## src/rtl/ibex_scramble_key_fetch.sv

```systemverilog
// ibex_scramble_key_fetch
//
// Fetches a scrambling key and nonce from OTP on behalf of the scramble key
// register. Each OTP response is screened: an all-zero or all-ones key, or a
// zero nonce, is rejected. Rejections are retried after a one-cycle backoff.
// Once MaxRetries rejections have accumulated, the block parks in a sticky
// error state that only rst_i clears.
//
// Configuration macro: IBEX_SCRAMBLE_TIMEOUT_EN
//   defined   : a request unanswered for TimeoutCycles cycles is treated as a
//               rejection. An ack arriving in the final cycle still wins.
//   undefined : the request waits for an ack indefinitely.
//
// Ports
//   clk_i                 in   clock; all logic on the rising edge
//   rst_i                 in   synchronous, active-high reset
//   scramble_req_i        in   level request from the scramble key register
//   otp_req_o             out  key request to OTP (high only while in REQ)
//   otp_ack_i             in   OTP response strobe; key/nonce valid while high
//   otp_key_i             in   OTP key data
//   otp_nonce_i           in   OTP nonce data
//   scramble_key_valid_o  out  one-cycle pulse when a new key is presented
//   scramble_key_o        out  last accepted key (registered)
//   scramble_nonce_o      out  last accepted nonce (registered)
//   busy_o                out  high in every state except IDLE and ERR
//   fetch_err_o           out  sticky fatal error
module ibex_scramble_key_fetch #(
  parameter int unsigned TimeoutCycles = 1023,
  parameter int unsigned MaxRetries    = 3,
  // Same values as ibex_pkg::SCRAMBLE_KEY_W / SCRAMBLE_NONCE_W.
  localparam int unsigned SCRAMBLE_KEY_W   = 128,
  localparam int unsigned SCRAMBLE_NONCE_W = 64
) (
  input  logic                        clk_i,
  input  logic                        rst_i,
  input  logic                        scramble_req_i,
  output logic                        otp_req_o,
  input  logic                        otp_ack_i,
  input  logic [SCRAMBLE_KEY_W-1:0]   otp_key_i,
  input  logic [SCRAMBLE_NONCE_W-1:0] otp_nonce_i,
  output logic                        scramble_key_valid_o,
  output logic [SCRAMBLE_KEY_W-1:0]   scramble_key_o,
  output logic [SCRAMBLE_NONCE_W-1:0] scramble_nonce_o,
  output logic                        busy_o,
  output logic                        fetch_err_o
);

  // A zero-width counter is not representable, so MaxRetries = 0 still gets
  // one bit; with that setting the first rejection goes straight to ERR.
  localparam int unsigned RETRY_W = (MaxRetries > 0) ? $clog2(MaxRetries + 1) : 1;
  localparam logic [RETRY_W-1:0] RETRY_MAX = RETRY_W'(MaxRetries);

  if (TimeoutCycles < 1) begin : g_bad_timeout
    $error("TimeoutCycles must be at least 1");
  end

  typedef enum logic [2:0] {
    IDLE    = 3'd0,
    REQ     = 3'd1,
    BACKOFF = 3'd2,
    VALID   = 3'd3,
    ERR     = 3'd4
  } state_e;

  state_e             state;
  logic [RETRY_W-1:0] retry_cnt;

  // Saturating increment: the count holds at RETRY_MAX rather than wrapping.
  function automatic logic [RETRY_W-1:0] sat_inc(input logic [RETRY_W-1:0] cnt);
    return (cnt == RETRY_MAX) ? cnt : cnt + RETRY_W'(1);
  endfunction

  logic               key_ok;
  logic               accept;
  logic               reject;
  logic               timeout_hit;
  logic [RETRY_W-1:0] retry_inc;
  logic               to_err;

  assign key_ok = (|otp_key_i) & ~(&otp_key_i) & (|otp_nonce_i);

`ifdef IBEX_SCRAMBLE_TIMEOUT_EN
  localparam int unsigned TIMEOUT_W = $clog2(TimeoutCycles + 1);
  localparam logic [TIMEOUT_W-1:0] TIMEOUT_LAST = TIMEOUT_W'(TimeoutCycles - 1);

  logic [TIMEOUT_W-1:0] timeout_cnt;

  // The counter reads k during the (k+1)-th REQ cycle, so TIMEOUT_LAST marks
  // the TimeoutCycles-th cycle. An ack in that cycle takes priority.
  assign timeout_hit = ~otp_ack_i & (timeout_cnt == TIMEOUT_LAST);
`else
  assign timeout_hit = 1'b0;
`endif

  assign accept    = otp_ack_i & key_ok;
  assign reject    = (otp_ack_i & ~key_ok) | timeout_hit;
  assign retry_inc = sat_inc(retry_cnt);
  assign to_err    = (retry_inc >= RETRY_MAX);

  // Outputs are registered alongside the state. Each one is assigned the
  // value that belongs to the state being entered.
  always_ff @(posedge clk_i) begin
    if (rst_i) begin
      state                <= IDLE;
      retry_cnt            <= '0;
      otp_req_o            <= 1'b0;
      scramble_key_valid_o <= 1'b0;
      busy_o               <= 1'b0;
      fetch_err_o          <= 1'b0;
      scramble_key_o       <= '0;
      scramble_nonce_o     <= '0;
`ifdef IBEX_SCRAMBLE_TIMEOUT_EN
      timeout_cnt          <= '0;
`endif
    end else begin
      scramble_key_valid_o <= 1'b0;
      case (state)
        IDLE: begin
          if (scramble_req_i) begin
            state     <= REQ;
            retry_cnt <= '0;
            otp_req_o <= 1'b1;
            busy_o    <= 1'b1;
`ifdef IBEX_SCRAMBLE_TIMEOUT_EN
            timeout_cnt <= '0;
`endif
          end
        end

        REQ: begin
          if (accept) begin
            state                <= VALID;
            otp_req_o            <= 1'b0;
            scramble_key_valid_o <= 1'b1;
            scramble_key_o       <= otp_key_i;
            scramble_nonce_o     <= otp_nonce_i;
          end else if (reject) begin
            retry_cnt <= retry_inc;
            otp_req_o <= 1'b0;
            if (to_err) begin
              state       <= ERR;
              busy_o      <= 1'b0;
              fetch_err_o <= 1'b1;
            end else begin
              state <= BACKOFF;
            end
          end
`ifdef IBEX_SCRAMBLE_TIMEOUT_EN
          else begin
            timeout_cnt <= timeout_cnt + TIMEOUT_W'(1);
          end
`endif
        end

        BACKOFF: begin
          state     <= REQ;
          otp_req_o <= 1'b1;
`ifdef IBEX_SCRAMBLE_TIMEOUT_EN
          timeout_cnt <= '0;
`endif
        end

        VALID: begin
          state  <= IDLE;
          busy_o <= 1'b0;
        end

        ERR: begin
          // Sticky until reset.
          state <= ERR;
        end

        default: begin
          state       <= IDLE;
          otp_req_o   <= 1'b0;
          busy_o      <= 1'b0;
          fetch_err_o <= 1'b0;
        end
      endcase
    end
  end

endmodule

```

## config.mk

```make
export PLATFORM = sky130hd
export DESIGN_NAME = ibex_scramble_key_fetch
export DESIGN_NICKNAME = d
export VERILOG_FILES = /design/src/rtl/ibex_scramble_key_fetch.sv
export SDC_FILE = /design/constraint.sdc
export NUM_CORES = 1
export LEC_CHECK = 0
export CAP_MARGIN = 20
export CELL_PAD_IN_SITES_DETAIL_PLACEMENT = 1
export CELL_PAD_IN_SITES_GLOBAL_PLACEMENT = 2
export CORE_UTILIZATION = 25
export DETAILED_ROUTE_END_ITERATION = 10
export GPL_TIMING_DRIVEN = 0
export MAX_ROUTING_LAYER = met4
export PLACE_DENSITY = 0.85
export SYNTH_ARGS = -nofsm -noshare
export SYNTH_HDL_FRONTEND = slang
export SYNTH_SLANG_ARGS = --single-unit
```

## constraint.sdc

```tcl
create_clock -name clk_i -period 5.5 [get_ports clk_i]
set_input_delay 0.825 -clock clk_i [delete_from_list [all_inputs] [get_ports clk_i]]
set_output_delay 0.825 -clock clk_i [all_outputs]
set_load 0.01 [all_outputs]
```

# Yosys cells after proc, flatten, opt, wreduce, memory -nomap -nowiden
# Index checks and enable logic that the tools add are counted.
# word_totals
output_inout_bits	196
in_bits	196
wordCells	68
reg_bits	201
# classes
eq_ne	10
n_reduce_logical	15
n_lt_le_gt_ge	1
addsub	1
bitwise_logic	10
muxes	23
# op_table
cell	count
$reduce_and 128->1	1
$reduce_or 128->1	1
$reduce_or 64->1	1
$mux 3	4
$pmux 3 s4	1
$mux 1	10
$mux 2	4
$ne 2x2->1 const B	4
$reduce_and 4->1	2
$eq 3x2->1 const B	2
$not 1->1	6
$reduce_or 2->1	3
$reduce_and 5->1	1
$and 1x1->1	4
$pmux 1 s4	1
$pmux 2 s2	1
$reduce_and 2->1	2
$reduce_or 4->1	1
$eq 3x1->1 const B	1
$eq 3x3->1 const B	1
$logic_not 3->1	1
$ne 3x3->1 const B	1
$pmux 1 s3	1
$reduce_and 3->1	1
5 further kinds	5

# Depth between registers and ports, before layout
# logic_depth
word_depth	9
depth_mapped	10
depth_no_buf	7

# Worst setup path after synthesis
# OpenSTA, ideal clock, no wires.
# synth_path
kind	input -> register
from	input otp_nonce_i[0]
to	register scramble_key_o[44]
required_time_ns	5.372
cell_stages	10
arrival_ns	2.551
setup_ns	0.128
slack_ns	2.821
n_path_buf	3
cell_sequence	nor4_1 > nand4_1 > or4_1 > o21ai_1 > or4b_1 > buf_6 > buf_8 > buf_6 > mux2i_1 > nor2_1
# synth_via
elab_chain_cells	4
# synth_lines
item	line_no	text
start: declaration	40	input logic [SCRAMBLE_NONCE_W-1:0] otp_nonce_i,
$reduce_or 64->1	80	assign key_ok = (|otp_key_i) & ~(&otp_key_i) & (|otp_nonce_i);
$and 1x1->1	80	
$and 1x1->1	95	assign accept = otp_ack_i & key_ok;
$reduce_and 2->1 (no source line)	--	
end signal: assignment	135	scramble_key_o <= otp_key_i;
end: declaration	42	output logic [SCRAMBLE_KEY_W-1:0] scramble_key_o,
# Every way passes these cells.
# A chain may end at the register's enable or synchronous reset.

# Final worst setup path
# layout_path
from	input otp_key_i[10]
to	register scramble_key_o[122]
# layout_via
elab_chain_cells	6
elab_cells_between_ends	7
classes_between	bitwise: 4; reduce/logical: 3
# layout_lines
item	line_no	text
start: declaration	39	input logic [SCRAMBLE_KEY_W-1:0] otp_key_i,
$reduce_and 128->1	80	
$not 1->1	80	
$and 1x1->1 * (2 in a row)	80	
$and 1x1->1 *	95	
$reduce_and 2->1 (no source line) *	--	
# Every way passes the cells marked *; elsewhere a longest branch is shown, timed or not.

==> reports/qor.yml <==
cts_setup_buffers: 0
synth_top_cell_area_share_pct: 50.0
postCtsResizedCells: 0
path_clk_slew_ns: 0.06
wl_um: 32600
area_delta_synth_final_pct: 65.6
first_pass_iters: 4
worstMarginPinSlew_ns: 0.773
setup-violations-final: 0
synthArstFlopShare_pct: 0
initial_core_util_pct: 25.4
grtUsageTotal_pct: 19.9
yosys-top-cells-area: "dfxtp_1, mux2i_1, nor2_1, nor4_1, nand4_1"
ctsHtreeMaxLevel: 1
cts_root_buf: "clkbuf_16"
clk_latency_ns: 0.53
yosysTopAreaCell: "dfxtp_1"
hold_viol: 0
netlist_instances: 787
drive_gt1_share_pct: 5.31
final-max-slew-violation-count: 0
wl_per_cell_um: 20.1
start_kind: "input pin"
min_period_over_period_pct: 62.9
vias: 7597
path_max_fanout: 10
skew_ns: 0.0119
boundaryPins: 392
drc: 0
grt.overflow.total: 0
rows: 65
seq_area_frac_synth_pct: 50.0
ant_nets: 0
ff2ff_setup_slack_ns: 3.20
synthesis.area_mm2: 0.00804
worstPathArrival_ns: 3.84
fmax_ghz: 0.289
yosys_most_used_dff: "dfxtp_1"
synth_cell_type_count: 29
synth_area_per_cell_um2: 10.2
viasPerCell: 4.68
antenna_found_initial: 0
status: "finished clean"
drt_iter0_drc: 227
yosys.cell_count.top_type: "dfxtp_1"
cts_tree: "yes"
grt_pass1_vias: 8161
timing.final.ws_setup_ns: 2.04
dp_hpwl_um: 25600
synth.cells.most_frequent: "dfxtp_1, nor2_1, mux2i_1"
fin_setup_tns_ns: 0
dieWidth_um: 181
grt_pass1_wl_um: 48800
ys_warn_count: 0
ctsHoldBuffers: 0
synth_fp_nets: 983
crit_type: "input pin to flip-flop"
crit_path_end_kind: "flip-flop"
fin_crit_ns: 3.46
grt_setup_unrepaired: "no"
hold_class: "flip-flop to flip-flop"
p_total_mw: 4.12
port_buffers: 391
final_nets: 1401
total_leakage_power_nw: 5.89
maxCapViolCount: 0
ys_ff_latch: 201
n_antenna_cell: 0
cts_made_buffers: 25
dp_slack_ns: 1.51
chipHeight_um: 181
worst_slew_margin_rel_pct: 48.0
die_area_mm2: 0.0329
cellPowerDensity_mw_per_mm2: 309
critPathRequiredTime_ns: 5.88
ir_drop_mv: 0.196
tritoncts_num_sinks: 201
grt_max_degree: 13
cts_buffer_depth: 3
gp_congestion: 0.881
design.core.area_mm2: 0.0316
synth_edf_count: 0
cell usage in the layout, fill, tap and decap left out, drive strengths merged:
cell / Yosys / layout
a21oi: 11 / 11
or4: 2 / 2
nand4: 47 / 47
a21bo: 1 / 1
dfxtp: 201 / 201
o211a: 1 / 1
clkbuf: 25 / 60
bufinv: 0 / 3
o21ai: 6 / 6
o21bai: 1 / 1
nor3: 3 / 3
clkinvlp: 0 / 1
nor2b: 2 / 2
nand3: 1 / 1
nand3b: 2 / 2
a31o: 1 / 1
nand2b: 1 / 1
nor2: 198 / 198
clkinv: 0 / 5
nor4: 58 / 58
or4b: 1 / 1
o31ai: 1 / 1
clkdlybuf4s50: 0 / 391
inv: 3 / 4
buf: 22 / 22
nor3b: 1 / 1
mux2i: 192 / 192
nand2: 5 / 5
o32ai: 1 / 1
report_power, final:
group | leakage (nW) | internal [mW] | switching [mW] | total, mW
Clock | 0.423 | 1.05 | 0.651 | 1.71
Sequential | 1.64 | 1.55 | 0.0522 | 1.60
Combinational | 3.84 | 0.451 | 0.356 | 0.807
Total | 5.89 | 3.06 | 1.06 | 4.12
per-layer routing:
metal	global-route usage (%)	routed length, um	share of wire, %
met1	22.2	13300	41
met2	34.3	16000	49
met3	5.91	2640	8.1
met4	5.56	728	2.2
met5	-	0	0
kinds of logic (layout without fill, tap and decap cells):
group | count (synthesis) | in the layout | synth area share, %
simple gates | 321 | 321 | 18.7
mux | 192 | 192 | 23.9
compound gates | 23 | 23 | 1.71
buf+inv | 50 | 486 | 5.63
flops | 201 | 201 | 50.0
stage by stage:
stage          instance area [um2]  hold WS [ns]  cells  util [%]
3_3_place_gp                 12500         0.473   1580      39.4
3_5_place_dp                 12500         0.484   1580      39.4
2_1_floorplan                 8040         0.457    787         -
6_report                     13300         0.492   1625      42.1
5_1_grt                      13300         0.511   1625      42.1
4_1_cts                      13300         0.499   1625      42.1
final cells by class:
type                       instances  area (um2)
fill                            3558       18300
sequential                       201        4020
timing repair buffer             391        3910
multi-input combinational        536        3560
clock buffer                      35         723
tap                              402         503
buffer                            47         442
clock inverter                    10         135
inverter                           3        11.3
critical path, stage by stage:
cell	delay [ns]
clkdlybuf4s50_1	0.47
nor4_1	0.56
nand4_1	0.19
nor4_1	0.69
nand2_1	0.08
or4b_1	0.20
buf_6	0.15
buf_12	0.20
buf_12	0.17
mux2i_1	0.20
nor2_1	0.07
registers in the layout, summed over array words and instances, names as in the netlist:
signal                flops
scramble_key_o          128
scramble_nonce_o         64
state                     3
retry_cnt                 2
busy_o                    1
fetch_err_o               1
otp_req_o                 1
scramble_key_valid_o      1
worst paths after layout:
check,startpoint,endpoint,depth (start not counted)
worst max-delay path,otp_key_i[10],scramble_key_o[122],11
worst min-delay path,scramble_nonce_o[11],scramble_nonce_o[11],2
worst max register to register,state[1],scramble_key_o[122],9
worst min register to register,scramble_nonce_o[11],scramble_nonce_o[11],2
Note: power is estimated with default switching activity, not from simulation.
